$ cat src/rtl/mdu_ctrl.sv
// ============================================================================
// Module   : mdu_ctrl
// Function : Multiply/divide sequencer. It drives an external pipelined
//            multiplier and runs an internal 32-step restoring divider.
//            Define MDU_EARLY_TERM_EN to let |opA| < |opB| divides finish in one cycle.
// Revision : 1.0 - initial release
// ============================================================================
`default_nettype none

module mdu_ctrl #(
    parameter int MUL_LAT = 2
) (
    input  logic        clk,
    input  logic        reset,
    input  logic        start_valid,
    input  logic [1:0]  op,
    input  logic [31:0] opA,
    input  logic [31:0] opB,
    input  logic        flush,
    input  logic        is_busbusy,
    output logic        mul_start,
    output logic        mul_sign,
    output logic [31:0] mul_a,
    output logic [31:0] mul_b,
    input  logic [63:0] mul_prod,
    output logic        busy,
    output logic        done,
    output logic [31:0] result_hi,
    output logic [31:0] result_lo
);

    localparam int C_CNT_MAX = (MUL_LAT > 32) ? MUL_LAT : 32;
    localparam int C_CNT_W   = $clog2(C_CNT_MAX + 1);

    typedef enum logic [1:0] {
        S_IDLE = 2'd0,
        S_MUL  = 2'd1,
        S_DIV  = 2'd2,
        S_DONE = 2'd3
    } state_t;

    state_t               r_state;
    logic [C_CNT_W-1:0]   r_cnt;
    logic [31:0]          r_rem;
    logic [31:0]          r_quo;
    logic [31:0]          r_dsr;
    logic                 r_neg_q;
    logic                 r_neg_r;

    logic [31:0] w_abs_a;
    logic [31:0] w_abs_b;
    logic        w_early;
    logic [32:0] w_shift;
    logic [32:0] w_diff;
    logic        w_ge;
    logic [31:0] w_rem_nx;
    logic [31:0] w_quo_nx;
    logic [31:0] w_hi_fin;
    logic [31:0] w_lo_fin;

    // Magnitudes only differ from the raw operands for the signed divide.
    assign w_abs_a = (op[0] && opA[31]) ? (~opA + 32'd1) : opA;
    assign w_abs_b = (op[0] && opB[31]) ? (~opB + 32'd1) : opB;

`ifdef MDU_EARLY_TERM_EN
    assign w_early = (w_abs_a < w_abs_b);
`else
    assign w_early = 1'b0;
`endif

    // One restoring step; a set shifted MSB means the partial remainder already exceeds D.
    assign w_shift  = {r_rem, r_quo[31]};
    assign w_diff   = w_shift - {1'b0, r_dsr};
    assign w_ge     = w_shift[32] | ~w_diff[32];
    assign w_rem_nx = w_ge ? w_diff[31:0] : w_shift[31:0];
    assign w_quo_nx = {r_quo[30:0], w_ge};
    assign w_hi_fin = r_neg_r ? (~w_rem_nx + 32'd1) : w_rem_nx;
    assign w_lo_fin = r_neg_q ? (~w_quo_nx + 32'd1) : w_quo_nx;

    assign busy = ((r_state == S_IDLE) && start_valid && !flush) ||
                  (r_state == S_MUL) || (r_state == S_DIV) ||
                  ((r_state == S_DONE) && is_busbusy);

    always_ff @(posedge clk or negedge reset) begin
        if (!reset) begin
            r_state   <= S_IDLE;
            r_cnt     <= '0;
            r_rem     <= '0;
            r_quo     <= '0;
            r_dsr     <= '0;
            r_neg_q   <= 1'b0;
            r_neg_r   <= 1'b0;
            mul_start <= 1'b0;
            mul_sign  <= 1'b0;
            mul_a     <= '0;
            mul_b     <= '0;
            done      <= 1'b0;
            result_hi <= '0;
            result_lo <= '0;
        end else begin
            mul_start <= 1'b0;
            case (r_state)
                S_IDLE: begin
                    done <= 1'b0;
                    if (start_valid && !flush) begin
                        mul_a    <= opA;
                        mul_b    <= opB;
                        mul_sign <= op[0] & ~op[1];
                        if (!op[1]) begin
                            r_state   <= S_MUL;
                            r_cnt     <= C_CNT_W'(MUL_LAT);
                            mul_start <= 1'b1;
                        end else if (opB == 32'd0) begin
                            r_state   <= S_DONE;
                            done      <= 1'b1;
                            result_hi <= opA;
                            result_lo <= 32'hFFFF_FFFF;
                        end else if (w_early) begin
                            r_state   <= S_DONE;
                            done      <= 1'b1;
                            result_hi <= opA;
                            result_lo <= 32'd0;
                        end else begin
                            r_state <= S_DIV;
                            r_cnt   <= C_CNT_W'(32);
                            r_rem   <= '0;
                            r_quo   <= w_abs_a;
                            r_dsr   <= w_abs_b;
                            r_neg_q <= op[0] & (opA[31] ^ opB[31]);
                            r_neg_r <= op[0] & opA[31];
                        end
                    end
                end
                S_MUL: begin
                    if (flush) begin
                        r_state <= S_IDLE;
                    end else if (r_cnt == C_CNT_W'(1)) begin
                        r_state   <= S_DONE;
                        done      <= 1'b1;
                        result_hi <= mul_prod[63:32];
                        result_lo <= mul_prod[31:0];
                    end else begin
                        r_cnt <= r_cnt - C_CNT_W'(1);
                    end
                end
                S_DIV: begin
                    if (flush) begin
                        r_state <= S_IDLE;
                    end else begin
                        r_rem <= w_rem_nx;
                        r_quo <= w_quo_nx;
                        if (r_cnt == C_CNT_W'(1)) begin
                            r_state   <= S_DONE;
                            done      <= 1'b1;
                            result_hi <= w_hi_fin;
                            result_lo <= w_lo_fin;
                        end else begin
                            r_cnt <= r_cnt - C_CNT_W'(1);
                        end
                    end
                end
                S_DONE: begin
                    if (flush || !is_busbusy) begin
                        r_state <= S_IDLE;
                        done    <= 1'b0;
                    end
                end
                default: begin
                    r_state <= S_IDLE;
                    done    <= 1'b0;
                end
            endcase
        end
    end

endmodule

`default_nettype wire

$ cat config.mk
export PLATFORM = sky130hd
export DESIGN_NAME = mdu_ctrl
export DESIGN_NICKNAME = d
export VERILOG_FILES = /design/src/rtl/mdu_ctrl.sv
export SDC_FILE = /design/constraint.sdc
export NUM_CORES = 1
export LEC_CHECK = 0
export ABC_CLOCK_PERIOD_IN_PS = 7300
export BUFFER_PORTS_ARGS = -buffer_cell sky130_fd_sc_hd__buf_2
export CAP_MARGIN = 20
export CORE_MARGIN = 2
export CORE_UTILIZATION = 58
export CTS_BUF_LIST = sky130_fd_sc_hd__clkbuf_16
export CTS_CLUSTER_DIAMETER = 60
export CTS_CLUSTER_SIZE = 28
export DETAILED_ROUTE_END_ITERATION = 8
export GPL_ROUTABILITY_DRIVEN = 0
export PLACE_DENSITY = 0.82
export SETUP_SLACK_MARGIN = 0.4
export SLEW_MARGIN = 0
export SYNTH_ARGS = -nofsm -noshare
export SYNTH_HDL_FRONTEND = slang
export SYNTH_SLANG_ARGS = --single-unit
$ cat constraint.sdc
create_clock -name clk -period 7.3 [get_ports clk]
set_input_delay 1.46 -clock clk [delete_from_list [all_inputs] [get_ports clk]]
set_output_delay 1.46 -clock clk [all_outputs]
set_load 0.05 [all_outputs]
==> metrics.txt, run 1 <==
area growth from synthesis to layout=14.6%; required time worst endpoint=around 7700 ps; worst-path cell with the longest stage delay=a211oi_1; most frequently used flop master after synthesis=dfrtp_1; setup tns final=0 ps; r2r startpoint=r_quo[31]; startpoint type of the worst setup path=flip-flop; share of the synthesized area in compound gates (AO/OA/AOI/OAI)=~23%; Total Wirelength=~48 mm; XOR/XNOR share of the synthesized area=under 10%; leading area contributor after synthesis=dfrtp_1; Final Max Slew Viols=0; hold path startpoint=mul_b[10]; sequential share of the synthesized area=37.6%; Antenna Violating Nets Remaining=0; fraction of layout cells with a size suffix above 1=20.1%; total via count in the routed design=15700; Worst slew margin=a little over 30%; number of cells after detailed placement=around 2400; hold violation count in the final report=0; unrepaired setup endpoints after global routing=no; x dimension of the die=169 um; r2r setup slk=about 1300 ps; clock sink count=between 200 and 250; Iter 0 DRT Violations=about 1900; shortest clock period the worst path allows after layout=around 6000 ps; per-instance average area after synthesis=slightly above 8 um^2; FMAX=around 170 MHz; WHS Path Cells=2; endpoint of the worst register-to-register path=result_hi[30]; filler-free cell count of the finished design=approximately 2400; floorplan row count=60; distinct cell type count of the synthesized netlist=81; antenna violations before repair=3; number of buffers added on ports=approximately 270; initial standard-cell utilization of the core=approximately three fifths; max-cap violations=0; total CTS buffers=25; worst clock skew on the final layout=between 20 and 25 ps; maximum fanout count along the critical path=16; commonest non-fill, non-tap cell in the layout=nand2_1; type of the tightest min-delay check=flip-flop to flip-flop; endpoint with the worst hold slack=mul_b[10]; synth warn=0; number of buffers added to fix hold violations after cts=0; synthesized-area fraction occupied by and/or/nand/nor cells=a little under a fifth; worst r2r path cells=18; run status=complete, no violations; total gr overflow=0; main area contributors after synthesis=dfrtp_1 (38%), nand2_1 (6.8%), o21ai_0 (6.1%); clock edge transition at the registers on the reported setup and hold paths=roughly 70 ps; clock latency reported for the late side of the worst-skew pair=between 500 and 600 ps; post-cts repair resize count=0; number of setup violations in the final report=0; wire length of the first global-routing pass=76.5 mm; pin count of the biggest net entering global routing=about 130; number of enable-type register cells in the synthesized netlist=0; placed wire-length estimate=35.4 mm; core region area=26800 um^2; total DRC errors in the routed layout=0; most frequent cells in the layout=nand2_1 (286), buf_2 (265), dfrtp_1 (237); arrival time worst endpoint=about 6400 ps; global router's overall resource usage=33.2%; path type of the worst setup path=flip-flop to flip-flop; CTS H-tree lvls=1; largest family of logic cells by synthesized area=compound AO/OA/AOI/OAI gates; vias in the first global route=between 10000 and 15000; total setup buffers inserted after CTS=0; Routed wire per std cell=a little under 20 um; net count of the mapped netlist=around 2100; CTS Buffer Depth=3; library cell used as clock root buffer=clkbuf_16; portion of netlist area occupied by mux cells=under 10%; CP Capture Type=flip-flop; portion of the clock cycle consumed by the worst path in the final layout=81.8%; post-synthesis share of cell area spent on full adders, half adders and majority gates=roughly 3.5%; number of cells produced by synthesis=~1900; Filler Cell Count=about 2200; #FFs+latches synth=~240; Vert. Die Dim=~170 um; count of TritonRoute iterations in the first routing pass=5; mean number of vias per cell=roughly 6.4; worst path cell trace=inv_1, ha_1, fa_1, nand2b_1, a21oi_1, o311ai_1, a31oi_1, or2_2, nand2_1, o21ai_0, ha_1, o2111ai_1, a211oi_1, a41oi_1, nor4_1, o21ai_0, mux2i_1, o32a_1; measured slew at the worst slew-check pin=a little over 1000 ps; asr flop ratio synth=100%; maximum cell stage delay along the critical path=around 630 ps; Die Area=28500 um^2; area share of the largest cell type after synthesis=a little under two fifths; I/O pin cnt=267; NumNets Final=around 2300; TritonCTS clock tree=done; mapped cell area=15800 um^2
## how the worst max path moves through the flow
stage,start,to,slack [ps],cells past startpoint
after global routing,r_quo[31],result_hi[30],870,18
after global placement,r_quo[31],result_hi[30],1990,18
after floorplan,r_quo[31],result_hi[28],2130,23
after detailed placement,r_quo[31],result_hi[30],1590,18
after CTS,r_quo[31],result_hi[30],1550,18
final,r_quo[31],result_hi[30],1330,18
## cell families (layout without fill, tap and decap cells)
family,Yosys count,after routing
AOI/OAI and AO/OA,572,572
xor gates and xnor gates,133,133
adders and majority gates,44,44
buffers and inverters,183,383
DFF,237,237
muxes,78,78
other,0,3
and+or+nand+nor,652,652
## area by class of cell
type	instances	area [um^2]	area share, %
Sequential cell	237	5930	32.8
Tap cell	341	427	2.36
Clock inverter	20	228	1.26
Antenna cell	3	7.51	0.0415
Timing Repair Buffer	279	1460	8.10
Inverter	59	221	1.22
Multi-Input combinational cell	1479	9180	50.8
Clock buffer	25	626	3.46
## metal layers
| metal | global-route usage, % | wire [um] |
|---|---|---|
| met4 | 14.5 | 2270 |
| met5 | 0 | 0 |
| met1 | 45.4 | 19300 |
| met2 | 53.1 | 22000 |
| met3 | 4.26 | 4830 |
## sequential cells by signal (all words and copies together) (netlist names)
signal and flops:
mul_a 32, mul_b 32, r_dsr 32, r_quo 32, r_rem 32, result_hi 32, result_lo 32, r_cnt 6
r_state 2, done 1, mul_sign 1, mul_start 1, r_neg_q 1, r_neg_r 1
## critical path: cells and delay by family, from the launching register on
family | cells | cell delay [ps]
compound gates | 9 | 3160
simple gates | 4 | 1050
fa+ha+maj | 3 | 1020
flops | 1 | 400
mux | 1 | 160
buf+inv | 1 | 80
## metrics by stage
stage	instance area [um^2]	hold slack [ps]	setup WS, ps	utilization [%]
floorplan	15800	450	2130	-
global placement	17200	455	1990	64.3
detailed placement	17200	466	1590	64.3
CTS	18100	482	1550	67.4
global route	18100	502	867	67.5
finish	18100	481	1330	67.5
## synthesized netlist by cell type, drive strengths merged, types with 12 or more instances
| master | instances |
|---|---|
| xnor2 | 71 |
| mux2 | 64 |
| dfrtp | 237 |
| nor3 | 36 |
| nand3 | 31 |
| a221oi | 39 |
| mux2i | 14 |
| o31ai | 47 |
| a21o | 14 |
| buf | 28 |
| o41ai | 13 |
| and2 | 12 |
| ha | 43 |
| xor2 | 62 |
| clkbuf | 96 |
| o211ai | 12 |
| nor2 | 176 |
| a41oi | 17 |
| or4 | 13 |
| nand2 | 287 |
| a31oi | 17 |
| o21ai | 195 |
| inv | 59 |
| a21oi | 138 |
| or3 | 26 |
Power of run 1 is not shown: default switching activity piles up to over one toggle a cycle in this logic, so the estimate is an artifact.
==> inputs of run 2 (changes only) <==
--- a/config.mk
+++ b/config.mk
@@ -5,17 +5,17 @@
 export SDC_FILE = /design/constraint.sdc
 export NUM_CORES = 1
 export LEC_CHECK = 0
-export ABC_CLOCK_PERIOD_IN_PS = 7300
+export ABC_CLOCK_PERIOD_IN_PS = 4800
 export BUFFER_PORTS_ARGS = -buffer_cell sky130_fd_sc_hd__buf_2
 export CAP_MARGIN = 20
 export CORE_MARGIN = 2
-export CORE_UTILIZATION = 58
+export CORE_UTILIZATION = 52
 export CTS_BUF_LIST = sky130_fd_sc_hd__clkbuf_16
 export CTS_CLUSTER_DIAMETER = 60
 export CTS_CLUSTER_SIZE = 28
 export DETAILED_ROUTE_END_ITERATION = 8
 export GPL_ROUTABILITY_DRIVEN = 0
-export PLACE_DENSITY = 0.82
+export PLACE_DENSITY = 0.78
 export SETUP_SLACK_MARGIN = 0.4
 export SLEW_MARGIN = 0
 export SYNTH_ARGS = -nofsm -noshare
==> constraint.sdc (replaced) <==
create_clock -name clk -period 4.8 [get_ports clk]
set_input_delay 0.96 -clock clk [delete_from_list [all_inputs] [get_ports clk]]
set_output_delay 0.96 -clock clk [all_outputs]
set_load 0.05 [all_outputs]
==> metrics.txt, run 2 (synthesis gave the netlist of run 1 again) <==
CTS H-tree lvls=1 (unchanged); number of buffers added on ports=266 (unchanged); path type of the worst setup path=flip-flop to flip-flop (unchanged); worst clock skew on the final layout=30.3 ps (was 24.3 ps); clock edge transition at the registers on the reported setup and hold paths=70 ps (about the same); Iter 0 DRT Violations=1842 (was 1886); portion of the clock cycle consumed by the worst path in the final layout=89.7% (was 81.8%); startpoint type of the worst setup path=flip-flop (unchanged); Worst slew margin=35.9% (was 31.2%); CP Capture Type=flip-flop (unchanged); core region area=29700 um^2 (was 26800 um^2); Buf+Inv Stages, Crit Path=3 (was 1); vias in the first global route=14300 (was 14600); worst slack at placement=-1.70 ps (was 1590 ps); Vert. Die Dim=178 um (was 169 um); shortest clock period the worst path allows after layout=4300 ps (was 5970 ps); fraction of layout cells with a size suffix above 1=22.7% (was 20.1%); slack of the critical path=497 ps (was 1330 ps); total DRC errors in the routed layout=0 (unchanged); total via count in the routed design=15800 (was 15700); clock latency reported for the late side of the worst-skew pair=580 ps (was 550 ps); x dimension of the die=178 um (was 169 um); arrival time worst endpoint=4800 ps (was 6400 ps); worst-path cell with the longest stage delay=or4b_1 (was a211oi_1); CTS Buffer Depth=3 (unchanged); library cell used as clock root buffer=clkbuf_16 (unchanged); number of setup violations in the final report=0 (unchanged); global router's overall resource usage=30.9% (was 33.2%); wire length of the first global-routing pass=77.9 mm (was 76.5 mm); FMAX=232 MHz (was 167 MHz); Most Frequent Cell on Critical Path=buf_4; run status=complete, no violations (unchanged); measured slew at the worst slew-check pin=962 ps (was 1030 ps); maximum cell stage delay along the critical path=490 ps (was 630 ps); maximum fanout count along the critical path=6 (was 16); Total Wirelength=50.7 mm (was 48.4 mm); worst path cell trace=inv_1, ha_2, fa_2, nand2b_4, a21oi_4, o311ai_4, a31oi_2, or2_4, buf_4, o21ai_4, ha_4, o2111ai_2, a211oi_2, buf_4, a41o_1, nand2_1, or4b_1, mux2i_1, nor2_1, nor3_1 (was inv_1, ha_1, fa_1, nand2b_1, a21oi_1, o311ai_1, a31oi_1, or2_2, nand2_1, o21ai_0, ha_1, o2111ai_1, a211oi_1, a41oi_1, nor4_1, o21ai_0, mux2i_1, o32a_1); total gr overflow=0 (unchanged); Antenna Violating Nets Remaining=0 (unchanged); total CTS buffers=27 (was 25); Routed wire per std cell=20.0 um (was 19.8 um); most frequent cells in the layout=nand2_1 (286), buf_2 (265), dfrtp_1 (236) (was nand2_1 (286), buf_2 (265), dfrtp_1 (237)); mean number of vias per cell=6.23 (was 6.41); clock sink count=237 (unchanged); TritonCTS clock tree=done (unchanged); pin count of the biggest net entering global routing=112 (was 131); NumNets Final=2297 (was 2260); floorplan row count=63 (was 60); filler-free cell count of the finished design=2532 (was 2443); I/O pin cnt=267 (unchanged); number of cells after detailed placement=2470 (was 2395); area growth from synthesis to layout=18.2% (was 14.6%); placed cell areas=17500 um^2 (was 17200 um^2); initial standard-cell utilization of the core=53.1% (was 58.9%); count of TritonRoute iterations in the first routing pass=6 (was 5); Final Max Slew Viols=0 (unchanged); commonest non-fill, non-tap cell in the layout=nand2_1 (unchanged); Die Area=31700 um^2 (was 28500 um^2); required time worst endpoint=5300 ps (was 7730 ps); unrepaired setup endpoints after global routing=no (unchanged); post-layout instance area=18700 um^2 (was 18100 um^2); Filler Cell Count=2553 (was 2190); placed wire-length estimate=37.5 mm (was 35.4 mm); max-cap violations=0 (unchanged); hold violation count in the final report=0 (unchanged); antenna violations before repair=4 (was 3); type of the tightest min-delay check=primary input to async pin (was flip-flop to flip-flop); family with the most delay on the worst path=compound AO/OA/AOI/OAI gates (unchanged)
run 2: through the flow:
step           util (%)  setup TNS (ps)  hold slack [ps]
2_1_floorplan         -               0              450
3_3_place_gp       59.0               0              455
3_5_place_dp       59.0           -1.70              462
4_1_cts            62.3               0              477
5_1_grt            62.8               0              492
6_report           62.8               0              413
run 2: final cells by class:
class	instances	area (um^2)	area share, %
tap	390	488	2.62
sequential	237	5930	31.8
antenna	3	7.51	0.0403
clock buffer	27	676	3.62
clock inverter	23	267	1.43
multi-input combinational	1479	9330	50.0
timing repair buffer	314	1730	9.26
inverter	59	221	1.19
run 2: path summary, 6_finish.rpt:
kind	start	end	slack (ps)	cells after the start
min reg2reg	result_hi[1]	result_hi[1]	470	2
min in group clk	result_hi[1]	result_hi[1]	470	2
max in group asynchronous	reset	r_rem[16]	3280	2
min	reset	mul_b[14]	410	1
max	r_quo[31]	result_hi[28]	500	20
max reg2reg	r_quo[31]	result_hi[28]	500	20
run 2: repair_timing:
item / 4_1_cts / 5_1_grt
resized for setup: 2 / 18
hold buffers: 0 / 0
endpoints found under the hold margin: 0 / 0
buffers inserted: 3 / 6
pin swaps: 3 / 6
endpoints found under the setup margin: 10 / 23
cloned: 0 / 0
run 2: per-layer routing:
| layer | GRT usage [%] | wire length (um) | vias to the layer above |
|---|---|---|---|
| li1 | - | - | 7257 |
| met1 | 43.0 | 20500 | 7430 |
| met2 | 47.7 | 22500 | 928 |
| met3 | 4.60 | 5200 | 152 |
| met4 | 14.0 | 2410 | 0 |
| met5 | 0 | 0 | - |
Power of run 2 is left out for the same reason.
